<file path="src/rtl/i2c_pkg.sv">
// Shared types and constants for the I2C slave front end.
package i2c_pkg;

    typedef enum logic {IDLE, BUSY} bus_state_e;

    localparam int I2C_FRAME_BITS = 9;   // 8 data bits + ACK
    localparam int I2C_IDX_W      = 4;   // wide enough for frame positions 0..8

endpackage

</file>
<file path="src/rtl/i2c_line_filter.sv">
// Synchroniser plus glitch filter for one open-drain I2C line.
// The filtered level only follows the synchronised level after FILT_LEN
// consecutive samples disagree with it, so shorter glitches never appear.
// Everything resets to 1, the idle level of a pulled-up bus line.
module i2c_line_filter #(
    parameter int SYNC_STAGES = 2,
    parameter int FILT_LEN    = 3
) (
    input  logic clk,
    input  logic nRst,
    input  logic raw_i,
    output logic filt_o
);

    localparam int CNT_W = $clog2(FILT_LEN + 1);

    logic [SYNC_STAGES-1:0] sync_q;
    logic [CNT_W-1:0]       cnt_q;
    logic                   synced;

    assign synced = sync_q[SYNC_STAGES-1];

    // Shift the raw pin through the synchroniser chain.
    // NOTE: sequential state uses non-blocking (<=) so every flop samples the pre-edge values.
    always_ff @(posedge clk or negedge nRst) begin
        if (!nRst) begin
            sync_q <= '1;
        end else begin
            sync_q <= {sync_q[SYNC_STAGES-2:0], raw_i};
        end
    end

    // Count consecutive disagreeing samples; adopt the new level after FILT_LEN of them.
    always_ff @(posedge clk or negedge nRst) begin
        if (!nRst) begin
            cnt_q  <= '0;
            filt_o <= 1'b1;
        end else if (synced == filt_o) begin
            cnt_q  <= '0;
        end else if (cnt_q == CNT_W'(FILT_LEN - 1)) begin
            cnt_q  <= '0;
            filt_o <= synced;
        end else begin
            cnt_q  <= cnt_q + CNT_W'(1);
        end
    end

endmodule

</file>
<file path="src/rtl/i2c_bus_monitor.sv">
// I2C bus monitor: filters SCL/SDA, detects SCL edges, START, repeated START
// and STOP, tracks bus ownership and reports each sampled bit with its
// position in the 9-bit frame. All pulse outputs are registered.
module i2c_bus_monitor
    import i2c_pkg::*;
#(
    parameter int SYNC_STAGES = 2,
    parameter int FILT_LEN    = 3
) (
    input  logic                 clk,
    input  logic                 nRst,
    input  logic                 scl_i,
    input  logic                 sda_i,
    output logic                 scl_f,
    output logic                 sda_f,
    output logic                 scl_rise,
    output logic                 scl_fall,
    output logic                 start,
    output logic                 rep_start,
    output logic                 stop,
    output logic                 bus_busy,
    output logic                 bit_valid,
    output logic                 bit_data,
    output logic [I2C_IDX_W-1:0] bit_idx
);

    localparam logic [I2C_IDX_W-1:0] LAST_IDX = I2C_IDX_W'(I2C_FRAME_BITS - 1);

    bus_state_e           state_q, state_d;
    logic                 scl_p, sda_p;
    logic [I2C_IDX_W-1:0] idx_q, idx_d;

    logic scl_rise_c, scl_fall_c, start_c, stop_c;
    logic start_d, rep_start_d, stop_d, bit_valid_d, bit_data_d;
    logic [I2C_IDX_W-1:0] bit_idx_d;

    i2c_line_filter #(.SYNC_STAGES(SYNC_STAGES), .FILT_LEN(FILT_LEN)) u_scl_filt (
        .clk    (clk),
        .nRst   (nRst),
        .raw_i  (scl_i),
        .filt_o (scl_f)
    );

    i2c_line_filter #(.SYNC_STAGES(SYNC_STAGES), .FILT_LEN(FILT_LEN)) u_sda_filt (
        .clk    (clk),
        .nRst   (nRst),
        .raw_i  (sda_i),
        .filt_o (sda_f)
    );

    // Bus conditions require SCL high in both the previous and current cycle,
    // so a simultaneous SCL/SDA change is treated as a plain SCL edge.
    assign scl_rise_c =  scl_f & ~scl_p;
    assign scl_fall_c = ~scl_f &  scl_p;
    assign start_c    =  scl_f &  scl_p &  sda_p & ~sda_f;
    assign stop_c     =  scl_f &  scl_p & ~sda_p &  sda_f;

    assign bus_busy = (state_q == BUSY);

    // Remember last cycle's filtered levels for edge detection.
    always_ff @(posedge clk or negedge nRst) begin
        if (!nRst) begin
            scl_p <= 1'b1;
            sda_p <= 1'b1;
        end else begin
            scl_p <= scl_f;
            sda_p <= sda_f;
        end
    end

    // Next-state, bit index and next pulse values from the detected conditions.
    // NOTE: every signal gets a default first so no path leaves one unassigned (no latches).
    always_comb begin
        state_d     = state_q;
        idx_d       = idx_q;
        start_d     = 1'b0;
        rep_start_d = 1'b0;
        stop_d      = 1'b0;
        bit_valid_d = 1'b0;
        bit_data_d  = bit_data;
        bit_idx_d   = bit_idx;
        if (start_c) begin
            start_d     = 1'b1;
            rep_start_d = (state_q == BUSY);
            state_d     = BUSY;
            idx_d       = '0;
            bit_idx_d   = '0;
        end else if (stop_c) begin
            stop_d    = 1'b1;
            state_d   = IDLE;
            idx_d     = '0;
            bit_idx_d = '0;
        end else if (scl_rise_c && state_q == BUSY) begin
            bit_valid_d = 1'b1;
            bit_data_d  = sda_f;
            bit_idx_d   = idx_q;
            idx_d       = (idx_q == LAST_IDX) ? '0 : idx_q + I2C_IDX_W'(1);
        end
    end

    // Register FSM state, frame counter and all pulse/bit outputs.
    always_ff @(posedge clk or negedge nRst) begin
        if (!nRst) begin
            state_q   <= IDLE;
            idx_q     <= '0;
            scl_rise  <= 1'b0;
            scl_fall  <= 1'b0;
            start     <= 1'b0;
            rep_start <= 1'b0;
            stop      <= 1'b0;
            bit_valid <= 1'b0;
            bit_data  <= 1'b0;
            bit_idx   <= '0;
        end else begin
            state_q   <= state_d;
            idx_q     <= idx_d;
            scl_rise  <= scl_rise_c;
            scl_fall  <= scl_fall_c;
            start     <= start_d;
            rep_start <= rep_start_d;
            stop      <= stop_d;
            bit_valid <= bit_valid_d;
            bit_data  <= bit_data_d;
            bit_idx   <= bit_idx_d;
        end
    end

endmodule

</file>
<file path="config.mk">
export PLATFORM = sky130hd
export DESIGN_NAME = i2c_bus_monitor
export DESIGN_NICKNAME = d
export VERILOG_FILES = /design/src/rtl/i2c_pkg.sv /design/src/rtl/i2c_line_filter.sv /design/src/rtl/i2c_bus_monitor.sv
export SDC_FILE = /design/constraint.sdc
export NUM_CORES = 1
export LEC_CHECK = 0
export BUFFER_PORTS_ARGS = -buffer_cell sky130_fd_sc_hd__buf_2
export CAP_MARGIN = 10
export CORE_UTILIZATION = 35
export CTS_CLUSTER_SIZE = 12
export DETAILED_ROUTE_END_ITERATION = 10
export HOLD_SLACK_MARGIN = 0.03
export PLACE_DENSITY = 0.52
export SLEW_MARGIN = 5
export SYNTH_ARGS = -nofsm -noshare
export SYNTH_HDL_FRONTEND = slang
export SYNTH_SLANG_ARGS = --single-unit
</file>
<file path="constraint.sdc">
create_clock -name clk -period 1.3 [get_ports clk]
set_input_delay 0.065 -clock clk [delete_from_list [all_inputs] [get_ports clk]]
set_output_delay 0.065 -clock clk [all_outputs]
set_load 0.01 [all_outputs]
</file>
# [Word-level counts from Yosys, hierarchy flattened]
# Cells that the tools add are included.
[totals] in_bits=4 register_bits=28 out_inout_bits=14
[op_classes] eq_ne=5 n_mux=20 bitwise_logic=15 add_sub_neg=3 reduce_logical=6
[op_table] op="two-way mux 4 bit" n=7
[op_table] op="two-way mux 1 bit" n=9
[op_table] op="two-way mux 2 bit" n=4
[op_table] op="NOT 1 bit" n=8
[op_table] op="bitwise AND 1 bit" n=7
[op_table] op="adder 2 x 1 -> 2 bit (second input constant)" n=2
[op_table] op="adder 4 x 1 -> 4 bit (second input constant)" n=1
[op_table] op="== test 2 bit (second input constant)" n=2
[op_table] op="== test 4 bit (second input constant)" n=1
[op_table] op="AND reduction 2 bit" n=2
[op_table] op="AND reduction 3 bit" n=1
[op_table] op="nonzero test 3 bit" n=1
[op_table] op="== test 1 bit" n=2
[op_table] op="nonzero test 2 bit" n=1
[op_table] op="logical AND 1 bit" n=1

# [Logic depth before layout (Yosys ltp)]
[depth] depth_word=6 ltp_mapped=5 ltp_nobuf=5

# [By module]
# Synthesis repeated with hierarchy kept, for this count alone.
[hier_totals] cells_unflattened=74 area_unflattened_um2=1086.0
[by_module_without_submodules] module="i2c_bus_monitor" area_each_um2=728.2 n_inst=1 cells_each=54 seq_area_each_um2=452.9
[by_module_without_submodules] module="i2c_line_filter" area_each_um2=178.9 n_inst=2 cells_each=10 seq_area_each_um2=128.9

# [Worst setup path after synthesis]
# Ideal clock, no wire load.
[synth_timing] path_type="flip-flop to flip-flop" from="register u_scl_filt.filt_o" to="register bit_data" arrival_time_ns=1.278 stages_incl_launch_ff=4 slack_ns=-0.103 period_less_slack_ns=1.403 path_buffers=1 path_cell_list="dfstp_2 and3b_1 buf_2 mux2_2"
[synth_via] elab_chain_len=5 word_cells_on_any_way=10 classes_between="bitwise: 8; reduce/logical: 2"
[synth_lines] element="from (decl)" line="i2c_line_filter.sv:12" source="output logic filt_o"
[synth_lines] element="from (signal assigned)" line="i2c_line_filter.sv:42" source="filt_o <= synced;"
[synth_lines] element="bitwise AND 1 bit" line="i2c_bus_monitor.sv:55, i2c_bus_monitor.sv:56"
[synth_lines] element="bitwise AND 1 bit (on tied branches) (2 in series)" line="i2c_bus_monitor.sv:56, i2c_bus_monitor.sv:55"
[synth_lines] element="NOT 1 bit (no line)"
[synth_lines] element="AND reduction 3 bit (no line) *"
[synth_lines] element="to (signal assigned)" line="i2c_bus_monitor.sv:123" source="bit_data <= bit_data_d;"
[synth_lines] element="to (decl)" line="i2c_bus_monitor.sv:23" source="output logic bit_data,"
# Mark *: on every way between the ends. The rest lies on a longest branch, timed or not.
# A chain may end at the register's enable or synchronous reset.

# [Final worst setup path]
[layout_timing] from="register scl_p" to="register bit_idx[1]"
[layout_via] elab_chain_len=5 word_cells_on_any_way=11 classes_between="mux: 2; bitwise: 7; reduce/logical: 2"
[layout_lines] element="from (decl)" line="i2c_bus_monitor.sv:30" source="logic scl_p, sda_p;"
[layout_lines] element="from (signal assigned)" line="i2c_bus_monitor.sv:66" source="scl_p <= scl_f;"
[layout_lines] element="bitwise AND 1 bit" line="i2c_bus_monitor.sv:55, i2c_bus_monitor.sv:56"
[layout_lines] element="bitwise AND 1 bit (2 in series)" line="i2c_bus_monitor.sv:56" source="assign stop_c = scl_f & scl_p & ~sda_p & sda_f;"
[layout_lines] element="two-way mux 4 bit" line="i2c_bus_monitor.sv:88" source="end else if (stop_c) begin"
[layout_lines] element="two-way mux 4 bit" line="i2c_bus_monitor.sv:82" source="if (start_c) begin"
[layout_lines] element="to (signal assigned)" line="i2c_bus_monitor.sv:124" source="bit_idx <= bit_idx_d;"
[layout_lines] element="to (decl)" line="i2c_bus_monitor.sv:24" source="output logic [I2C_IDX_W-1:0] bit_idx"
# Parallel ways exist; a longest one is shown, timed or not.

==> summary.md <==
| Metric | Value |
|---|---|
| DR vias/cell | `4.86` |
| Clock Latency Late Sink | `0.33 ns` |
| Critical R2R Capture | `bit_idx[1]$_DFFE_PN0P_` |
| First-pass GRT wire length | `3010 um` |
| Fin Clk Skew | `0.00518 ns` |
| Grt total ovfl | `0` |
| Reg2Reg Launch Point | `scl_p$_DFF_PN1_` |
| Syn Inst Count | `74` |
| CTS tree | `done` |
| Final number of setup-violating endpoints | `5` |
| Hold WS | `0.257 ns` |
| FILL cells | `240` |
| Hold Crit Class | `in -> async` |
| Power Dens Cells | `2320 nW/um^2` |
| Cell with the most instances after synthesis | `dfrtp_1` |
| Clock root cell | `clkbuf_4` |
| Internal power | `2.26 mW` |
| # Max-Cap Violations | `0` |
| Slowest stage delay, CP | `0.58 ns` |
| WL/cell | `13.1 um` |
| Die Y | `57.0 um` |
| Flip-flop and latch count after synthesis | `28` |
| Initial antenna violation count | `0` |
| Starting Density | `37.7%` |
| Placer Congestion | `0.743` |
| Yosys cell types | `23` |
| Sw frac | `31.4%` |
| Critical path's slowest cell | `dfstp_2` |
| CTS max path bufs | `2` |
| RSZ-0062 raised after global routing | `yes` |
| Crit path DAT | `1.55 ns` |
| CP Class | `reg -> reg` |
| Cell Chain, Critical Path | `and3b_2 -> buf_6 -> a22o_2` |
| Worst-Margin Slew | `0.606 ns` |
| Gate power share | `40.4%` |
| H-tree lvl count | `1` |
| Syn nets | `80` |
| Net Sw Power | `1.03 mW` |
| Vias in the first global route | `655` |
| CP Capture Type | `flip-flop` |
| Ant diodes | `0` |
| Worst setup path startpoint | `scl_p$_DFF_PN1_` |
| Tmin final | `1.32 ns` |
| Final WL | `1830 um` |
| Final Max Tran Viols | `0` |
| Worst setup slack after layout | `-0.0200 ns` |
| CTS Sinks | `28` |
| Top cell type's share of synthesized area | `47.3%` |
| Violated checks | `negative setup slack` |
| Buffers on Ports | `17` |
| Non-Filler Instances | `140` |
| Ranking of synthesized cells by area | `dfrtp_1, dfstp_2, a22o_2, mux2_2, nor3b_1` |
| Synthesized cell area | `1060 sq um` |
| Status | `finished with violations` |
| Most used DFF post-synth | `dfrtp_1` |
| Reg2Reg Depth | `3` |
| CTS buffer count | `3` |
| HPWL Detailed | `1230 um` |
| Period Utilization, post-route | `102%` |
| YS warnings | `0` |
| DR iter-0 viols | `10` |
| Register-to-register setup slack | `-0.02 ns` |
| Largest net degree at the start of global routing | `29` |
| Critical Path RT | `1.53 ns` |
| Number of remaining DRC errors | `0` |
| Setup crit end | `bit_idx[1]$_DFFE_PN0P_` |
| CP Max Fanout | `6` |
| Post-synth EDFFs | `0` |
| Layout area overhead | `34.2%` |
| Sequential Power Share | `42.5%` |
| Seq/Total Area, Yosys | `67.2%` |
| Final hold vios | `0` |
| Core Area | `2810 sq um` |
| Asr flop ratio synth | `100%` |
| Commonest cells in the netlist | `dfrtp_1, dfstp_2, a22o_2` |
| Syn Area/Cell | `14.3 sq um` |
| Die area | `3240 sq um` |
| Clk pwr share | `17.1%` |
| Clk slew on worst S/H paths | `0.15 ns` |
| Placed insts | `128` |
| CP Launch Type | `flip-flop` |
| Nets@finish | `116` |
| Final ANT Viol Nets | `0` |
| LEAKAGE | `0.690 nW` |
| Worst vdd rail ir drop | `0.000943 V` |
| DR vias | `681` |
| Share of post-route cells with drive strength above 1 | `54.1%` |
| All-layer global routing usage | `12.2%` |
| Setup TNS | `-0.0487 ns` |
| TritonRoute pass-1 iters | `2` |
| Area leader, netlist | `dfrtp_1` |
| Max Freq | `758 MHz` |
| Site Rows | `19` |
| Power Total | `3.29 mW` |
| Worst rel slew slack | `59.6%` |
| I/O Pins | `18` |
| Chip width | `57.0 um` |
how the worst min path moves through the flow:
stage          depth (start not counted)  slack, ns  startpoint                     end
5_1_grt                                2       0.29        nRst  bit_idx[3]$_DFFE_PN0P_
2_1_floorplan                          0      -0.23        nRst    bit_data$_DFFE_PN0P_
3_5_place_dp                           1       0.11        nRst  bit_idx[1]$_DFFE_PN0P_
6_report                               2       0.26        nRst    idx_q[2]$_DFFE_PN0P_
3_3_place_gp                           1       0.10        nRst  bit_idx[1]$_DFFE_PN0P_
4_1_cts                                2       0.26        nRst  bit_idx[1]$_DFFE_PN0P_
worst max-delay path, delay by kind of cell, from the launching register on:
| kind | cells | cell delay (ns) |
|---|---|---|
| AND/OR/NAND/NOR | 1 | 0.26 |
| buffers and inverters | 1 | 0.14 |
| AO/OA/AOI/OAI | 1 | 0.24 |
| flip-flops | 1 | 0.58 |
routing by layer:
layer | global-route usage, % | routed length, um | vias up
li1 | - | - | 327
met1 | 16.0 | 871 | 339
met2 | 19.2 | 891 | 11
met3 | 2.04 | 40 | 4
met4 | 7.32 | 30 | 0
met5 | 0 | 0 | -
per-stage QoR:
| stage | util [%] | setup WS [ns] | cell area [sq um] |
|---|---|---|---|
| finish | 50.6 | -0.0200 | 1420 |
| global route | 50.6 | -0.0207 | 1420 |
| CTS | 47.7 | -0.00339 | 1340 |
| detailed placement | 44.1 | -0.0302 | 1240 |
| global placement | 44.1 | -0.0105 | 1240 |
| floorplan | - | -0.0336 | 1070 |
final cells by class:
cell class | instances | area [sq um] | area share, %
Inverter | 3 | 11.3 | 0.794
Clock inverter | 1 | 30.0 | 2.12
Timing Repair Buffer | 32 | 213 | 15.0
Sequential cell | 28 | 711 | 50.1
Clock buffer | 3 | 22.5 | 1.59
Multi-Input combinational cell | 42 | 393 | 27.7
Tap cell | 31 | 38.8 | 2.73
what timing repair did:
| item | in CTS | in global routing |
|---|---|---|
| endpoints found under the hold margin | 22 | 0 |
| buffers inserted | 0 | 5 |
| setup endpoints to repair | 7 | 8 |
| gates resized for setup | 4 | 8 |
| pin swaps | 0 | 3 |
| hold buffers | 3 | 0 |
flip-flops by register name, summed over array words and instances (netlist names):
| signal | count |
|---|---|
| bit_data | 1 |
| bit_idx | 4 |
| bit_valid | 1 |
| bus_busy | 1 |
| idx_q | 4 |
| rep_start | 1 |
| scl_fall | 1 |
| scl_p | 1 |
| scl_rise | 1 |
| sda_p | 1 |
| start | 1 |
| stop | 1 |
| u_scl_filt.cnt_q | 2 |
| u_scl_filt.filt_o | 1 |
| u_scl_filt.sync_q | 2 |
| u_sda_filt.cnt_q | 2 |
| u_sda_filt.filt_o | 1 |
| u_sda_filt.sync_q | 2 |
power by group through the flow:
stage / clock network [mW] / logic, mW / registers [mW]
after detailed placement: 0 / 1.05 / 1.40
after global placement: 0 / 1.04 / 1.39
after floorplan: 0 / 0.520 / 1.50
after CTS: 0.586 / 1.09 / 1.39
final: 0.563 / 1.33 / 1.40
after global routing: 0.617 / 1.44 / 1.44
kinds of logic (layout without fill, tap and decap cells):
logic type / Yosys count / count (layout) / share of synthesized area (%)
flops: 28 / 28 / 67.2
simple gates: 20 / 20 / 12.0
compound gates: 13 / 13 / 10.2
mux: 4 / 4 / 4.26
buf+inv: 4 / 39 / 1.54
xor+xnor: 3 / 3 / 2.49
fa+ha+maj: 2 / 2 / 2.37
layout by cell type (no fill, tap or decap), types with 2 or more instances in the layout:
cell,count
mux2_4,2
buf_4,10
buf_6,2
dlygate4sd3_1,3
xnor2_1,2
nand2_1,3
mux2_2,2
buf_2,17
a22o_2,4
dfrtp_1,20
a22o_4,2
dfstp_2,8
nor3b_2,2
and2_1,3
nor3b_1,2
clkbuf_4,3
inv_1,2
nor2b_1,4
nor3_1,2
(Power assumes the default switching activity.)
